===== src/rtl/prefetch_issue_sched.sv =====
// prefetch_issue_sched
//   Shares the L1D MSHR prefetch port between NUM_REQ prefetch engines.
//   Round-robin arbitration, block alignment, a DEPTH-entry FIFO and an
//   optional duplicate filter. Prefetches issue only while the MSHR file
//   reports a free entry.
//
//   Build option: define PF_FILTER_EN to build the duplicate filter
//   (FIFO + recently-issued compare, drop counter). Undefined: every grant
//   enqueues and drop_cnt_o is tied to zero.
//
// Ports
//   clock, reset   clock; synchronous active-high reset
//   req_valid_i    candidate valid per requester
//   req_addr_i     candidate byte address, requester i at [i*ADDR_W +: ADDR_W]
//   req_write_i    1 = prefetch for write
//   req_ready_o    candidate accepted this cycle (one-hot or zero)
//   mshr_avail_i   MSHR file can take a request
//   flush_i        discard buffered and filter state
//   pf_valid_o     prefetch request valid
//   pf_ready_i     cache accepts prefetch
//   pf_addr_o      block-aligned prefetch address
//   pf_cmd_o       M_PFR (5'b00010) or M_PFW (5'b00011)
//   drop_cnt_o     saturating count of filtered duplicates
module prefetch_issue_sched #(
    parameter int unsigned NUM_REQ = 2,
    parameter int unsigned ADDR_W  = 40,
    parameter int unsigned DEPTH   = 4,
    parameter int unsigned FILT_N  = 4,
    parameter int unsigned LG_BLK  = 6
) (
    input  logic                      clock,
    input  logic                      reset,
    input  logic [NUM_REQ-1:0]        req_valid_i,
    input  logic [NUM_REQ*ADDR_W-1:0] req_addr_i,
    input  logic [NUM_REQ-1:0]        req_write_i,
    output logic [NUM_REQ-1:0]        req_ready_o,
    input  logic                      mshr_avail_i,
    input  logic                      flush_i,
    output logic                      pf_valid_o,
    input  logic                      pf_ready_i,
    output logic [ADDR_W-1:0]         pf_addr_o,
    output logic [4:0]                pf_cmd_o,
    output logic [15:0]               drop_cnt_o
);

    localparam int unsigned PTR_W = $clog2(DEPTH);
    localparam int unsigned CNT_W = PTR_W + 1;
    localparam int unsigned RR_W  = (NUM_REQ > 1) ? $clog2(NUM_REQ) : 1;
    localparam logic [4:0]  M_PFR = 5'b00010;
    localparam logic [4:0]  M_PFW = 5'b00011;
    localparam logic [ADDR_W-1:0] BLK_MASK = ~((ADDR_W'(1) << LG_BLK) - ADDR_W'(1));

    logic [ADDR_W-1:0] fifo_addr_q [DEPTH];
    logic [DEPTH-1:0]  fifo_wr_q;
    logic [PTR_W-1:0]  rd_ptr_q, rd_ptr_d, wr_ptr_q, wr_ptr_d;
    logic [CNT_W-1:0]  count_q, count_d;
    logic [RR_W-1:0]   rr_q, rr_d;

    logic              gnt_found;
    logic [RR_W-1:0]   gnt_idx;
    logic [ADDR_W-1:0] gnt_addr;
    logic [ADDR_W-1:0] gnt_addr_al;
    logic              gnt_write;
    logic              full, empty, grant, hit, enq, fire;

    // First valid requester at or after rr, searched modulo NUM_REQ.
    always_comb begin
        gnt_found = 1'b0;
        gnt_idx   = '0;
        gnt_addr  = '0;
        gnt_write = 1'b0;
        for (int k = 0; k < int'(NUM_REQ); k++) begin
            for (int i = 0; i < int'(NUM_REQ); i++) begin
                if (!gnt_found && req_valid_i[i] &&
                    ((int'(rr_q) + k) % int'(NUM_REQ)) == i) begin
                    gnt_found = 1'b1;
                    gnt_idx   = RR_W'(i);
                    gnt_addr  = req_addr_i[i*ADDR_W +: ADDR_W];
                    gnt_write = req_write_i[i];
                end
            end
        end
    end

    assign gnt_addr_al = gnt_addr & BLK_MASK;
    // Full is judged on the registered count: a same-cycle dequeue does not free a slot.
    assign full        = (count_q == CNT_W'(DEPTH));
    assign empty       = (count_q == '0);
    assign grant       = gnt_found && !full && !flush_i;
    assign req_ready_o = grant ? (NUM_REQ'(1) << gnt_idx) : '0;
    assign enq         = grant && !hit;

    assign pf_valid_o = !empty && mshr_avail_i;
    assign fire       = pf_valid_o && pf_ready_i;
    assign pf_addr_o  = empty ? '0 : fifo_addr_q[rd_ptr_q];
    assign pf_cmd_o   = empty ? 5'b00000 : (fifo_wr_q[rd_ptr_q] ? M_PFW : M_PFR);

    always_comb begin
        rd_ptr_d = rd_ptr_q + PTR_W'(fire);
        wr_ptr_d = wr_ptr_q + PTR_W'(enq);
        count_d  = count_q + CNT_W'(enq) - CNT_W'(fire);
        rr_d     = rr_q;
        if (grant) begin
            rr_d = (gnt_idx == RR_W'(NUM_REQ - 1)) ? '0 : gnt_idx + RR_W'(1);
        end
        // A fire in the flush cycle is dropped along with everything else.
        if (flush_i) begin
            rd_ptr_d = '0;
            wr_ptr_d = '0;
            count_d  = '0;
            rr_d     = '0;
        end
    end

    always_ff @(posedge clock) begin
        if (reset) begin
            rd_ptr_q <= '0;
            wr_ptr_q <= '0;
            count_q  <= '0;
            rr_q     <= '0;
        end else begin
            rd_ptr_q <= rd_ptr_d;
            wr_ptr_q <= wr_ptr_d;
            count_q  <= count_d;
            rr_q     <= rr_d;
            if (enq) begin
                fifo_addr_q[wr_ptr_q] <= gnt_addr_al;
                fifo_wr_q[wr_ptr_q]   <= gnt_write;
            end
        end
    end

`ifdef PF_FILTER_EN
    localparam int unsigned FW_W = (FILT_N > 1) ? $clog2(FILT_N) : 1;

    logic [ADDR_W-1:0] filt_addr_q [FILT_N];
    logic [FILT_N-1:0] filt_vld_q;
    logic [FW_W-1:0]   filt_ptr_q, filt_ptr_d;
    logic [15:0]       drop_cnt_q, drop_cnt_d;
    logic [PTR_W-1:0]  fifo_off;

    // Duplicate if the aligned address is in a live FIFO slot or a valid filter slot.
    always_comb begin
        hit      = 1'b0;
        fifo_off = '0;
        for (int j = 0; j < int'(DEPTH); j++) begin
            fifo_off = PTR_W'(j) - rd_ptr_q;
            if (({1'b0, fifo_off} < count_q) && (fifo_addr_q[j] == gnt_addr_al)) begin
                hit = 1'b1;
            end
        end
        for (int j = 0; j < int'(FILT_N); j++) begin
            if (filt_vld_q[j] && (filt_addr_q[j] == gnt_addr_al)) begin
                hit = 1'b1;
            end
        end
    end

    always_comb begin
        filt_ptr_d = filt_ptr_q;
        if (fire) begin
            filt_ptr_d = (filt_ptr_q == FW_W'(FILT_N - 1)) ? '0 : filt_ptr_q + FW_W'(1);
        end
        drop_cnt_d = drop_cnt_q;
        if (grant && hit && (drop_cnt_q != 16'hFFFF)) begin
            drop_cnt_d = drop_cnt_q + 16'd1;
        end
    end

    always_ff @(posedge clock) begin
        if (reset) begin
            filt_vld_q <= '0;
            filt_ptr_q <= '0;
            drop_cnt_q <= '0;
        end else if (flush_i) begin
            filt_vld_q <= '0;
            filt_ptr_q <= '0;
        end else begin
            filt_ptr_q <= filt_ptr_d;
            drop_cnt_q <= drop_cnt_d;
            if (fire) begin
                filt_addr_q[filt_ptr_q] <= pf_addr_o;
                filt_vld_q[filt_ptr_q]  <= 1'b1;
            end
        end
    end

    assign drop_cnt_o = drop_cnt_q;
`else
    assign hit        = 1'b0;
    assign drop_cnt_o = '0;
`endif

endmodule


===== config.mk =====
export PLATFORM = sky130hd
export DESIGN_NAME = prefetch_issue_sched
export DESIGN_NICKNAME = d
export VERILOG_FILES = /design/src/rtl/prefetch_issue_sched.sv
export SDC_FILE = /design/constraint.sdc
export NUM_CORES = 1
export LEC_CHECK = 0
export CAP_MARGIN = 10
export CORE_AREA = 10 10 137 139
export DETAILED_ROUTE_END_ITERATION = 16
export DIE_AREA = 0 0 147 149
export MAX_ROUTING_LAYER = met4
export PLACE_DENSITY = 0.81
export SETUP_SLACK_MARGIN = 0.05
export SYNTH_ARGS = -nofsm -noshare
export SYNTH_HDL_FRONTEND = slang
export SYNTH_SLANG_ARGS = --single-unit
export TNS_END_PERCENT = 30

===== constraint.sdc =====
create_clock -name clock -period 4.95 [get_ports clock]
set_input_delay 0.495 -clock clock [delete_from_list [all_inputs] [get_ports clock]]
set_output_delay 0.495 -clock clock [all_outputs]
set_load 0.05 [all_outputs]

==> results of run 1 <==
-- state kept, by name (all words and copies together) (netlist names) --
register	cells
fifo_wr_q	4
rr_q	1
rd_ptr_q	2
count_q	3
wr_ptr_q	2
fifo_addr_q	136
-- layout make-up --
type	instances	area [µm²]	area share
inverter	3	11.3	0.00137
multi-input combinational	170	1740	0.211
sequential	148	4370	0.531
clock buffer	20	437	0.0531
tap	220	275	0.0335
clock inverter	12	209	0.0254
timing repair buffer	120	1190	0.145
-- metrics by stage --
step | utilization | cells | setup WS (ps) | hold slack (ps) | power [µW]
2_1_floorplan | - | 365 | 225 | 463 | 1660
6_report | 0.508 | 693 | 1290 | 544 | 3140
5_1_grt | 0.508 | 693 | 1080 | 570 | 3250
4_1_cts | 0.508 | 693 | 1190 | 533 | 3170
3_5_place_dp | 0.469 | 661 | 1640 | 526 | 1780
3_3_place_gp | 0.469 | 661 | 1660 | 473 | 1770
-- path summary, 6_finish.rpt --
path	from	endpoint	slack, ps	cells after the start
worst min-delay path	wr_ptr_q[0]$_SDFF_PP0_	wr_ptr_q[0]$_SDFF_PP0_	540	2
worst max-delay path	rd_ptr_q[0]$_SDFF_PP0_	pf_addr_o[18]	1290	4
worst min register to register	wr_ptr_q[0]$_SDFF_PP0_	wr_ptr_q[0]$_SDFF_PP0_	540	2
worst max register to register	count_q[1]$_SDFF_PP0_	count_q[2]$_SDFF_PP0_	2370	9
-- worst max-delay path, stage by stage, from the launching register on --
cell,delay (ps)
dfxtp_2,890
buf_4,420
mux4_2,550
and2_1,170
clkdlybuf4s50_1,700
-- kinds of logic (layout without fill, tap and decap cells) --
kind of cell	count (synthesis)	in the layout	synth area share
DFF	148	148	0.690
other	1	25	0.000593
AOI/OAI and AO/OA	39	39	0.0540
and+or+nand+nor	64	64	0.0621
buffers and inverters	47	155	0.0534
muxes	36	36	0.129
adders and majority gates	3	3	0.00712
xor gates and xnor gates	3	3	0.00415
-- cells in the mapped netlist (all sizes together) (3+ instances only) --
cell      n  area share
a22o     35       0.048
edfxtp  140        0.66
dfxtp     8       0.025
and2     40       0.040
inv       3      0.0018
buf      38       0.048
mux4     35        0.13
nor2      7      0.0042
clkbuf    6      0.0036
-- metal layers --
metal	wire (µm)	vias up
li1	-	1550
met2	7190	103
met3	536	15
met5	0	-
met4	164	0
met1	5670	1712
-- power by group through the flow --
stage,Combinational [µW],Clock [µW],Sequential [µW]
floorplan,223,0,1440
global route,362,1470,1410
finish,337,1390,1410
CTS,341,1410,1410
detailed placement,340,0,1440
global placement,331,0,1440
==> results_dict.tcl, run 1 <==
set metrics [dict create \
    status "complete, no violations" \
    start_util 0.391 \
    fin_crit_ps 3660 \
    fmax_mhz 274 \
    rsz0062_at_grt "no" \
    grt_pass1_wl_um 21600 \
    drive_gt1_frac 0.152 \
    routed_wl_um 13600 \
    h-tree-depth 4 \
    ys.flop_type "edfxtp_1" \
    cts_buffer_depth 2 \
    io_buffers 115 \
    dpl.hpwl_um 9110 \
    cts_tree "built" \
    crit_fanout 24 \
    power.density_nw_per_um2 382 \
    yosys_warnings 0 \
    synth_edf_count 140 \
    seq_power_share 0.449 \
    syn_area_um2 6330 \
    synthToLayoutAreaGrowth_pct 29.9 \
    drv_slew 0 \
    vias_per_cell 4.88 \
    cts_buffers 17 \
    drc 0 \
    arrival_ps 3160 \
    nNetsFinal 552 \
    core-area_um2 16200 \
    cts-resized-gates 0 \
    clockPowerShare 0.444 \
    synth_cells 341 \
    hold_viol 0 \
    hold_path.class "register to register" \
    relSlewSlack 0.323 \
    final_cell_mix "edfxtp_1 (140), clkdlybuf4s50_1 (115), and2_1 (39)" \
    dieArea_um2 21900 \
    grt_max_degree 37 \
    design_area_um2 8220 \
    clkLatencyLatePin_ps 410 \
    root_buffer "clkbuf_16" \
    finalWeightedCongestion 0.670 \
    grt_use_met1 0.148 \
    routedWlPerCell_um 19.6 \
    grt_pass1_vias 3971 \
    worstSetupStartpointType "register" \
    grt_use_met2 0.225 \
    setup_viol 0 \
    p_leak_uw 0.00279 \
    row_count 47 \
    die_w_um 147 \
    tns_ps 0 \
    cts_setup_buffers 0 \
    synth_area_per_cell_um2 18.6 \
    top_usage_layer "met2" \
    worst_clock_skew_ps 7.59 \
    p_comb_frac 0.107 \
    cts.sinks 148 \
    drt_iter0_drc 169 \
    worst_slew_pin_slew_ps 1020 \
    vias 3380 \
    p_switching_uw 668 \
    grt_use_met3 0.0379 \
    overflow 0 \
    switching_share 0.212 \
    synthArstFlopShare 0 \
    hold_buffers 0 \
    period_share 0.738 \
    first_pass_iters 6 \
    internal_power_uw 2480 \
    n_fill_cell 1335 \
    antenna_left 0 \
    ir_drop_mv 0.224 \
    antenna_found_initial 0 \
    final_common_cell "edfxtp_1" \
    crit_required_ps 4450 \
    cap_violations 0 \
    die_h_um 149 \
    dpl_cell_area_um2 7580 \
    synth_sequential_area_ratio 0.690 \
    ys_seq_elements 148 \
    path_clk_slew_ps 60 \
    yosysUniqueCellTypes 37 \
    grt.total_usage 0.132 \
    diodes 0 \
    io_pins 153 \
    critPathKind "register to output pin" \
    setup.worst_path.end_class "output pin" \
]
No activity file was read; power rests on OpenSTA's default activity.
==> inputs of run 2 (changes only) <==
clock period = 3 ns   (was 4.95 ns; I/O delays follow)
==> run 2 against run 1 <==
Cell count grew 0.87%. Critical path type unchanged. Non-clock buffer count is 6 higher. Design area grew 2.0%. Critical endpoint is now req_ready_o[0]. Critical path depth increased by 1. Clock skew grew 1.1 ps. Flip-flop and latch count unchanged. Register-to-register slack lost 1800 ps.
==> results_dict.tcl, run 2 (same netlist as run 1, synthesis figures left out) <==
set metrics [dict create \
    status "complete, no violations" \
    crit_required_ps 2700 \
    io_buffers 115 \
    first_pass_iters 4 \
    worst-r2r-setup-slack_ps 590 \
    io_pins 153 \
    grt.total_usage 0.126 \
    antenna_found_initial 0 \
    overflow 0 \
    routed_wl_um 13300 \
    fin_crit_ps 2670 \
    reg2regPathDepth 10 \
    diodes 0 \
    grt_pass1_vias 3842 \
    grt_max_degree 38 \
    clkLatencyLatePin_ps 410 \
    critPathKind "register to output pin" \
    tns_ps 0 \
    start_util 0.391 \
    total_power_uw 4870 \
    min_to "wr_ptr_q[0]$_SDFF_PP0_" \
    final_common_cell "edfxtp_1" \
    top_usage_layer "met2" \
    path_clk_slew_ps 60 \
    die_h_um 149 \
    largest_register_ffs 136 \
    drc 0 \
    grt_use_met1 0.136 \
    grt_use_met3 0.0400 \
    worstHoldStart "wr_ptr_q[0]$_SDFF_PP0_" \
    cts.sinks 148 \
    grt_pass1_wl_um 20600 \
    drv_slew 0 \
    regMostFlops "fifo_addr_q" \
    hold_viol 0 \
    p_leak_uw 0.00293 \
    rr_endpoint "count_q[2]$_SDFF_PP0_" \
    fmax_mhz 374 \
    crit_fanout 7 \
    period_share 0.891 \
    vias_per_cell 4.87 \
    arrival_ps 2370 \
    antenna_left 0 \
    reg_top3 "fifo_addr_q x136, fifo_wr_q x4, count_q x3" \
    row_count 47 \
    cts-resized-gates 0 \
    vias 3405 \
    cts_tree "built" \
    finalWeightedCongestion 0.698 \
    worst_clock_skew_ps 8.67 \
    nNetsFinal 558 \
    cap_violations 0 \
    cts_setup_buffers 0 \
    h-tree-depth 4 \
    cts_buffer_depth 2 \
    ir_drop_mv 0.390 \
    hold_depth 2 \
    worstSetupStartpointType "register" \
    final_cell_mix "edfxtp_1 (140), clkdlybuf4s50_1 (77), and2_1 (39)" \
    dpl.hpwl_um 9020 \
    core-area_um2 16200 \
    drt_iter0_drc 166 \
    rsz0062_at_grt "no" \
    root_buffer "clkbuf_16" \
    relSlewSlack 0.470 \
    dieArea_um2 21900 \
    synthToLayoutAreaGrowth_pct 32.5 \
    cts_buffers 17 \
    hold_buffers 0 \
    power.density_nw_per_um2 581 \
    setup_viol 0 \
    hold_path.class "register to register" \
    r2r-start "count_q[2]$_SDFF_PP0_" \
    routedWlPerCell_um 19.1 \
    setup.worst_path.end_class "output pin" \
    grt_use_met2 0.218 \
    drive_gt1_frac 0.244 \
    worst_slew_pin_slew_ps 795 \
    die_w_um 147 \
]
run 2: cell types whose count changed in the layout (fill, tap and decap cells not counted), moves of 4 or more:
cell,before,now
buf_4,5,25
bufinv_16,6,2
clkdlybuf4s50_1,115,77
clkinv_2,1,5
buf_12,0,24
run 2: how the worst max path moves through the flow:
stage / start / end / slack [ps] / depth (start not counted)
after global routing: count_q[2]$_SDFF_PP0_ / req_ready_o[0] / 250 / 5
final: count_q[2]$_SDFF_PP0_ / req_ready_o[0] / 330 / 5
after detailed placement: req_valid_i[0] / count_q[2]$_SDFF_PP0_ / 440 / 11
after CTS: count_q[2]$_SDFF_PP0_ / req_ready_o[0] / 300 / 5
after floorplan: rr_q$_SDFFE_PP0P_ / req_ready_o[1] / 630 / 4
after global placement: req_valid_i[0] / req_ready_o[0] / 510 / 6
run 2: stage by stage:
stage	util	instances	area, µm²	setup WS, ps	hold slack, ps
after global placement	0.485	667	7840	509	475
after global routing	0.519	699	8390	245	554
after detailed placement	0.485	667	7840	437	519
after CTS	0.519	699	8390	303	527
final	0.519	699	8390	326	524
after floorplan	-	365	6430	634	463
run 2: layout make-up:
class,count,area (µm²)
fillers,1274,7780
flip-flops and latches,148,4370
multi-input cells,170,1740
repair buffers,126,1440
clock buffers,20,437
well taps,220,275
clock inverters,12,114
inverters,3,11.3
run 2: critical path, cell delays in order, from the launching register on:
cell and delay (ps):
dfxtp_1 370, nor3b_2 510, nor3_2 70, buf_4 180, nor2b_1 130, clkdlybuf4s50_1 700
run 2: metal layers:
metal,share of wire,routed length (µm)
met4,0.012,161
met1,0.40,5360
met2,0.54,7170
met5,0,0
met3,0.049,655
run 2: power by group:
part           total [µW]  internal, µW  switching (µW)
clock                1940          1210             738
combinational         601           255             346
sequential           2330          2320            10.3
total                4870          3780            1090
==> inputs of run 3 (changes only) <==
SLEW_MARGIN = 40   (was unset)
==> results of run 3 <==
The final DEF is identical to that of run 2; final timing and power are the same.
